## config.mk

```make
export PLATFORM = sky130hd
export DESIGN_NAME = instr_sequencer
export DESIGN_NICKNAME = d
export VERILOG_FILES = /design/src/rtl/instr_sequencer.sv
export SDC_FILE = /design/constraint.sdc
export NUM_CORES = 1
export LEC_CHECK = 0
export CAP_MARGIN = 30
export CORE_ASPECT_RATIO = 0.9
export CORE_MARGIN = 1.5
export CORE_UTILIZATION = 32
export CTS_BUF_LIST = sky130_fd_sc_hd__clkbuf_8
export DETAILED_ROUTE_END_ITERATION = 12
export HOLD_SLACK_MARGIN = 0.08
export PLACE_DENSITY = 0.58
export REMOVE_ABC_BUFFERS = 1
export SYNTH_ARGS = -nofsm -noshare
export SYNTH_HDL_FRONTEND = slang
export SYNTH_SLANG_ARGS = --single-unit
export TNS_END_PERCENT = 100
```

## constraint.sdc

```tcl
create_clock -name clk -period 5.2 [get_ports clk]
set_input_delay 1.04 -clock clk [delete_from_list [all_inputs] [get_ports clk]]
set_output_delay 1.04 -clock clk [all_outputs]
set_load 0.05 [all_outputs]
```

## src/rtl/instr_sequencer.sv

```systemverilog
// instr_sequencer: fetches 2*WIDTH-bit words from instruction memory, decodes
// opcode/argument and issues game commands (spawn/move/rotate/drop) to the engine.
// Ports: clk/rst (async active-low), start/stop/tick control, curr_command/out_data
// memory side, cmd_valid/cmd_ready/cmd_op/cmd_arg engine side, busy/halted/error status.
// Latency: 3 cycles per command instruction with ready high, 2 per JUMP; valid holds until accepted.
module instr_sequencer #(
  parameter int WIDTH               = 8,
  parameter int INSTRACTION_NUMBERS = 4
) (
  input  logic               clk,
  input  logic               rst,
  input  logic               start,
  input  logic               stop,
  input  logic               tick,
  output logic [WIDTH-1:0]   curr_command,
  input  logic [2*WIDTH-1:0] out_data,
  output logic               cmd_valid,
  input  logic               cmd_ready,
  output logic [2:0]         cmd_op,
  output logic [WIDTH-1:0]   cmd_arg,
  output logic               busy,
  output logic               halted,
  output logic               error
);

  typedef enum logic [2:0] {
    S_IDLE, S_FETCH, S_EXEC, S_ISSUE, S_WAIT, S_HALTED
  } state_t;

  localparam logic [WIDTH-1:0] LAST_ADDR = WIDTH'(INSTRACTION_NUMBERS - 1);
  localparam logic [WIDTH-1:0] ONE       = WIDTH'(1);
  localparam logic [WIDTH-1:0] OP_SPAWN  = WIDTH'(0);
  localparam logic [WIDTH-1:0] OP_LEFT   = WIDTH'(1);
  localparam logic [WIDTH-1:0] OP_RIGHT  = WIDTH'(2);
  localparam logic [WIDTH-1:0] OP_ROT    = WIDTH'(3);
  localparam logic [WIDTH-1:0] OP_DROP   = WIDTH'(4);
  localparam logic [WIDTH-1:0] OP_WAIT   = WIDTH'(5);
  localparam logic [WIDTH-1:0] OP_JUMP   = WIDTH'(6);
  localparam logic [WIDTH-1:0] OP_HALT   = WIDTH'(7);

  state_t           state_q, state_d;
  logic [WIDTH-1:0] pc_q, pc_d;
  logic [WIDTH-1:0] op_q, op_d;
  logic [WIDTH-1:0] arg_q, arg_d;
  logic [WIDTH-1:0] cnt_q, cnt_d;
  logic             cmd_valid_q, cmd_valid_d;
  logic [2:0]       cmd_op_q, cmd_op_d;
  logic [WIDTH-1:0] cmd_arg_q, cmd_arg_d;
  logic             busy_q, busy_d;
  logic             halted_q, halted_d;
  logic             error_q, error_d;
  logic [WIDTH-1:0] pc_next;

  // Sequential advance wraps at the end of instruction memory.
  assign pc_next = (pc_q == LAST_ADDR) ? '0 : pc_q + ONE;

  always_comb begin
    state_d     = state_q;
    pc_d        = pc_q;
    op_d        = op_q;
    arg_d       = arg_q;
    cnt_d       = cnt_q;
    cmd_valid_d = cmd_valid_q;
    cmd_op_d    = cmd_op_q;
    cmd_arg_d   = cmd_arg_q;
    error_d     = error_q;

    if (stop) begin
      // stop beats start and a same-cycle handshake; pc and error survive.
      state_d     = S_IDLE;
      cmd_valid_d = 1'b0;
      cnt_d       = '0;
    end else begin
      unique case (state_q)
        S_IDLE: begin
          if (start) begin
            pc_d    = '0;
            state_d = S_FETCH;
          end
        end
        S_FETCH: begin
          // Single sample: a spawn word's figure id keeps changing while addressed.
          op_d    = out_data[2*WIDTH-1:WIDTH];
          arg_d   = out_data[WIDTH-1:0];
          state_d = S_EXEC;
        end
        S_EXEC: begin
          case (op_q)
            OP_SPAWN: begin
              cmd_op_d    = 3'd0;
              cmd_arg_d   = arg_q;
              cnt_d       = ONE;
              cmd_valid_d = 1'b1;
              state_d     = S_ISSUE;
            end
            OP_LEFT, OP_RIGHT, OP_ROT, OP_DROP: begin
              cmd_op_d    = op_q[2:0];
              cmd_arg_d   = '0;
              cnt_d       = (arg_q == '0) ? ONE : arg_q;
              cmd_valid_d = 1'b1;
              state_d     = S_ISSUE;
            end
            OP_WAIT: begin
              if (arg_q == '0) begin
                pc_d    = pc_next;
                state_d = S_FETCH;
              end else begin
                cnt_d   = arg_q;
                state_d = S_WAIT;
              end
            end
            OP_JUMP: begin
              if (arg_q <= LAST_ADDR) begin
                pc_d    = arg_q;
                state_d = S_FETCH;
              end else begin
                error_d = 1'b1;
                state_d = S_HALTED;
              end
            end
            OP_HALT: state_d = S_HALTED;
            default: begin
              error_d = 1'b1;
              state_d = S_HALTED;
            end
          endcase
        end
        S_ISSUE: begin
          if (cmd_ready) begin
            if (cnt_q == ONE) begin
              cmd_valid_d = 1'b0;
              pc_d        = pc_next;
              state_d     = S_FETCH;
            end else begin
              cnt_d = cnt_q - ONE;
            end
          end
        end
        S_WAIT: begin
          if (tick) begin
            if (cnt_q == ONE) begin
              pc_d    = pc_next;
              state_d = S_FETCH;
            end else begin
              cnt_d = cnt_q - ONE;
            end
          end
        end
        S_HALTED: begin
          if (start) begin
            error_d = 1'b0;
            pc_d    = '0;
            state_d = S_FETCH;
          end
        end
        default: state_d = S_IDLE;
      endcase
    end

    // Status flags are registered from the next state so they line up with it.
    busy_d   = (state_d == S_FETCH) || (state_d == S_EXEC) ||
               (state_d == S_ISSUE) || (state_d == S_WAIT);
    halted_d = (state_d == S_HALTED);
  end

  always_ff @(posedge clk or negedge rst) begin
    if (!rst) begin
      state_q     <= S_IDLE;
      pc_q        <= '0;
      op_q        <= '0;
      arg_q       <= '0;
      cnt_q       <= '0;
      cmd_valid_q <= 1'b0;
      cmd_op_q    <= 3'd0;
      cmd_arg_q   <= '0;
      busy_q      <= 1'b0;
      halted_q    <= 1'b0;
      error_q     <= 1'b0;
    end else begin
      state_q     <= state_d;
      pc_q        <= pc_d;
      op_q        <= op_d;
      arg_q       <= arg_d;
      cnt_q       <= cnt_d;
      cmd_valid_q <= cmd_valid_d;
      cmd_op_q    <= cmd_op_d;
      cmd_arg_q   <= cmd_arg_d;
      busy_q      <= busy_d;
      halted_q    <= halted_d;
      error_q     <= error_d;
    end
  end

  assign curr_command = pc_q;
  assign cmd_valid    = cmd_valid_q;
  assign cmd_op       = cmd_op_q;
  assign cmd_arg      = cmd_arg_q;
  assign busy         = busy_q;
  assign halted       = halted_q;
  assign error        = error_q;

endmodule

```

* Word-level counts from Yosys, hierarchy flattened
Index checks and enable logic that the tools add are counted.
** Cells by class
- $add $sub $neg :: 2
- $lt $le $gt $ge :: 1
- Eq/ne operators :: 34
- Muxes and demuxes :: 37
- Bitwise gates (word level) :: 1
- Reductions and logical operators :: 21
** Operators by type and width (count)
- 8-bit 2-to-1 mux :: 13
- 8-bit one-hot mux with 3 select lines :: 2
- 8-bit by 3-bit == test with 1-bit output, second input constant :: 4
- 8-bit one-hot mux with 2 select lines :: 2
- 8-bit one-hot mux with 4 select lines :: 1
- 8-bit by 2-bit == test with 1-bit output, second input constant :: 3
- 3-bit 2-to-1 mux :: 7
- 3-bit != test, second input constant :: 7
- 8-bit by 1-bit == test with 1-bit output, second input constant :: 2
- 8-bit logical NOT :: 2
- 3-bit one-hot mux with 5 select lines :: 1
- 3-bit by 2-bit == test with 1-bit output, second input constant :: 4
- 3-bit == test, second input constant :: 4
- 5-bit AND reduction :: 2
- 3-bit one-hot mux with 3 select lines :: 1
- 8-bit by 1-bit adder with 8-bit output, second input constant :: 1
- 8-bit by 2-bit <= comparator with 1-bit output, second input constant :: 1
- 2-bit != test, second input constant :: 4
- 8-bit AND reduction :: 1
- 4-bit nonzero test :: 2
- 8-bit by 1-bit subtractor with 8-bit output, second input constant :: 1
- 7-bit OR reduction :: 1
- 3-bit by 1-bit == test with 1-bit output, second input constant :: 2
- 1-bit 2-to-1 mux :: 6
- 17 further kinds :: 22
** Word-level totals
- Bits in registers :: 50
- Input port bits :: 22
- Output and inout port bits :: 23
- Logic and storage cells :: 107

* Depth between registers and ports, before layout
- Word-level depth :: 9
- Depth in mapped cells :: 9
- Gate-level depth less buffers :: 8

* Worst setup path after synthesis
Ideal clock, no wire load.
- Path kind :: reg2reg
- From :: reg cnt_q[3]
- To :: reg pc_q[0], in the netlist curr_command[0]
- Arrival :: 2.512 ns
- Path slack :: 2.562 ns
- Cell stages (with the launch flop) :: 8
- Clock period less this slack :: 2.638 ns
- Cell sequence :: dfrtp_1 or4_1 or4b_4 o311ai_4 nand3b_4 or2_1 buf_6 mux2_4
** On the way
- Cells in the longest elaborated chain, start to end :: 4
** Ends and longest elaborated chain
- start: declaration :: RTL line 45 : logic [WIDTH-1:0] cnt_q, cnt_d;
- start signal: assignment :: RTL line 184 : cnt_q <= cnt_d;
- 8-bit by 1-bit == test with 1-bit output * :: RTL line 130, 141
- 8-bit 2-to-1 mux *
- 8-bit 2-to-1 mux, on equally long branches
- 8-bit one-hot mux with 4 select lines *
- end signal: assignment :: RTL line 181 : pc_q <= pc_d;
- end: declaration :: RTL line 42 : logic [WIDTH-1:0] pc_q, pc_d;
Every way passes the cells marked *; elsewhere a longest branch is shown, timed or not. The select of a mux whose other input is x is not followed.
A chain may end at the register's enable or synchronous reset.

* Final worst setup path
- From :: reg op_q[5]
- To :: reg pc_q[6], in the netlist curr_command[6]
** On the way
- Cells in the longest elaborated chain, start to end :: 3
** Ends and longest elaborated chain
- start: declaration :: RTL line 43 : logic [WIDTH-1:0] op_q, op_d;
- start signal: assignment :: RTL line 182 : op_q <= op_d;
- 8-bit by 3-bit == test with 1-bit output :: RTL line 88 : case (op_q)
- 8-bit one-hot mux with 2 select lines (tied with other cells) :: RTL line 88
- 8-bit one-hot mux with 4 select lines / 8-bit AND reduction (equally long branches)
Several ways; a longest one is shown, not always the timed one.

==> flow_summary.ini <==
[worst_setup_path]
start_kind = flop
crit_path_max_incr_delay_ps = 640
crit_type = flop to flop
crit_arrival_ps = 3160
startpoint = op_q[5]$_DFFE_PN0P_
worst_setup_path_end_kind = flop
cpMaxStageDelayCell = or4_1
r2r_start = op_q[5]$_DFFE_PN0P_
r2r_cells = 6
crit_required_ps = 5400
cp_cell_sequence = or4_1 -> nor2_1 -> a31oi_1 -> o21ai_2 -> or2_1 -> mux2_4
crit_fanout = 11

[die]
num_rows = 32
num_io_pins = 45
start_util = 0.3320
die_area_sq_mm = 0.009507
fp.dieH_um = 92.65
die_w_um = 102.6
core_area_sq_mm = 0.008608

[clock_network]
root_buffer = clkbuf_8
cts_sinks = 50
clock_latency_ps = 310
cts_tree = yes
cts-resized-gates = 0
clkTransAtPathRegs_ps = 100
clock_path_buffers = 2
cts_htree_levels = 2
postCtsHoldBufs = 0
cts_setup_buffers = 0
cts_buffers = 5

[routing]
firstDrtPassIters = 5
drt_iter0_markers = 281
vias = 2361
drtAntennaViolNets = 0
drcViolationCount = 0
wl_per_cell_um = 15.44
drt_wl_total_mm = 7.073
via_per_inst = 5.155

[timing]
setup_ws_ps = 2246
whs_ps = 490.9
slew_violations = 0
relSlewSlack = 0.3962
tightestPinTransition_ps = 897.6
min_period_ps = 2954
max_freq_ghz = 0.3386
rsz0062_at_grt = false
fin_crit_sh = 0.5680
tns_ps = 0
skew_ps = 11.94
hold_viol = 0
finalSetupViolations = 0

[yosys]
synth_ff_type = dfrtp_1
synth_cell_type_count = 50
synth-seq-cells = 50
ys_warn_count = 0
syn_area_sq_mm = 0.002858
ys_seq_area_frac = 0.4378
postSynthAreaPerCell_sq_um = 9.494
netlist_instances = 301
synth_edf_count = 0
synthArstFlopShare = 1.000

[place]
place_ws_ps = 2001
gp_congestion = 0.8740
post_dp_cell_area_sq_mm = 0.003386
hpwl_mm = 5.193
io_buffers = 44

[global_routing]
grt_max_degree = 51
grt_pass1_vias = 2293
grt.total_usage = 0.1591
antenna_found_initial = 0
grt_overflow = 0
grt_pass1_wl_mm = 11.81

[power_and_ir_drop]
p_switching_mw = 0.7667
clkPwrFrac = 0.171
seqPwrFrac = 0.404
leakage_nw = 1.468
pwr-share-comb = 0.425
swShare = 0.4427
internal-power_mw = 0.9651
p_per_area_mw_per_mm2 = 493.8
ir_worst_vdd_v = 0.0002089
total_power_mw = 1.732

[cells_and_area]
nets = 363
design_area_sq_mm = 0.003507
seq_area_sq_mm = 0.001251
fill_cells = 852
drive_above_1_share = 0.1091
antenna_cells = 0
multi_input_area_sq_mm = 0.001486
area_growth_pct = 22.72

[min_path]
hold_path_class = flop to flop
hold_depth = 1
holdCritStartpoint = op_q[6]$_DFFE_PN0P_

[status]
status = completed

[job]
cap_viol_max_count = 0
## placed cells by master, fill, tap and decap left out, types with 7 or more instances in the layout
cell             synthesis  layout
nor2_1                  21      21
nor3_1                   7       7
a32oi_1                  7       7
clkdlybuf4s50_1          0      43
mux2_1                  10      10
nand2_1                 36      36
dfrtp_1                 50      50
a21oi_1                 14      14
inv_1                   13      13
mux2_2                  13      13
o21ai_0                 23      23
nand3_1                  8       8
a22oi_1                  8       8
## cells by family (layout without fill, tap and decap cells)
| kind of cell | Yosys count | after routing | share of synthesized area |
|---|---|---|---|
| and+or+nand+nor | 103 | 103 | 0.1817 |
| muxes | 27 | 27 | 0.1099 |
| AOI/OAI and AO/OA | 80 | 80 | 0.1878 |
| xor gates and xnor gates | 9 | 9 | 0.02758 |
| DFF | 50 | 50 | 0.4378 |
| adders and majority gates | 3 | 3 | 0.01314 |
| buffers and inverters | 29 | 67 | 0.04203 |
## power groups by stage
stage / Clock, mW / Combinational [mW] / Sequential [mW]
3_5_place_dp: 0 / 0.735 / 0.708
2_1_floorplan: 0 / 0.375 / 0.795
5_1_grt: 0.319 / 0.800 / 0.722
3_3_place_gp: 0 / 0.725 / 0.702
4_1_cts: 0.304 / 0.739 / 0.701
6_report: 0.297 / 0.736 / 0.699
## synthesized netlist by cell type, types with 3 or more instances
cell type | n | area [sq um]
nor4_1 | 5 | 31.28
or4_1 | 3 | 22.52
a31oi_1 | 5 | 31.28
a22oi_1 | 8 | 60.06
a21boi_0 | 3 | 22.52
a21oi_1 | 14 | 70.07
and3_1 | 3 | 18.77
mux2_1 | 10 | 112.6
o21ai_2 | 3 | 26.28
inv_1 | 13 | 48.80
nand2_1 | 36 | 135.1
mux2_4 | 3 | 45.04
o21ai_0 | 23 | 115.1
nor2_1 | 21 | 78.83
a32oi_1 | 7 | 61.31
clkbuf_1 | 14 | 52.55
nand3_1 | 8 | 40.04
nor2b_1 | 6 | 37.54
xnor2_1 | 3 | 26.28
o211ai_1 | 3 | 22.52
dfrtp_1 | 50 | 1251
o22ai_1 | 3 | 18.77
ha_1 | 3 | 37.54
xor2_1 | 6 | 52.55
mux2_2 | 13 | 146.4
nor3_1 | 7 | 35.03
## per-stage QoR
step | instances | utilization
final | 458 | 0.4074
after global routing | 458 | 0.4074
after CTS | 458 | 0.4074
after detailed placement | 450 | 0.3933
after global placement | 450 | 0.3933
after floorplan | 285 | -
## state kept, by name, summed over array words and instances (netlist names)
| register | count |
|---|---|
| arg_q | 8 |
| busy | 1 |
| cmd_arg | 8 |
| cmd_op | 3 |
| cmd_valid | 1 |
| cnt_q | 8 |
| curr_command | 8 |
| error | 1 |
| halted | 1 |
| op_q | 8 |
| state_q | 3 |
## final cells by class
type | count | area share
clock inverters | 2 | 0.01106
well taps | 119 | 0.04245
inverters | 13 | 0.01391
clock buffers | 6 | 0.02355
multi-input cells | 222 | 0.4238
repair buffers | 46 | 0.1284
flip-flops and latches | 50 | 0.3568
## worst max-delay path: cells and delay by family, from the launching register on
| family | cells | cell delay (ps) |
|---|---|---|
| simple gates | 3 | 1530 |
| flops | 1 | 390 |
| compound gates | 2 | 590 |
| mux | 1 | 330 |
## path summary, 6_finish.rpt
kind                                                     to  slack (ps)
worst max register to register  curr_command[6]$_DFFE_PN0P_        2250
worst min register to register          op_q[6]$_DFFE_PN0P_         490
worst max-delay path            curr_command[6]$_DFFE_PN0P_        2250
max in group asynchronous                 error$_DFFE_PN0P_        3950
worst min-delay path                    op_q[6]$_DFFE_PN0P_         490
min in group asynchronous       curr_command[2]$_DFFE_PN0P_         820
## routing by layer
layer / track usage / share of wire / up-vias
met5: 0 / 0 / -
li1: - / - / 1156
met3: 0.02642 / 0.046 / 7
met1: 0.2368 / 0.50 / 1132
met2: 0.2384 / 0.45 / 66
met4: 0.03995 / 0.010 / 0
Power figures use the tool's default switching activity.
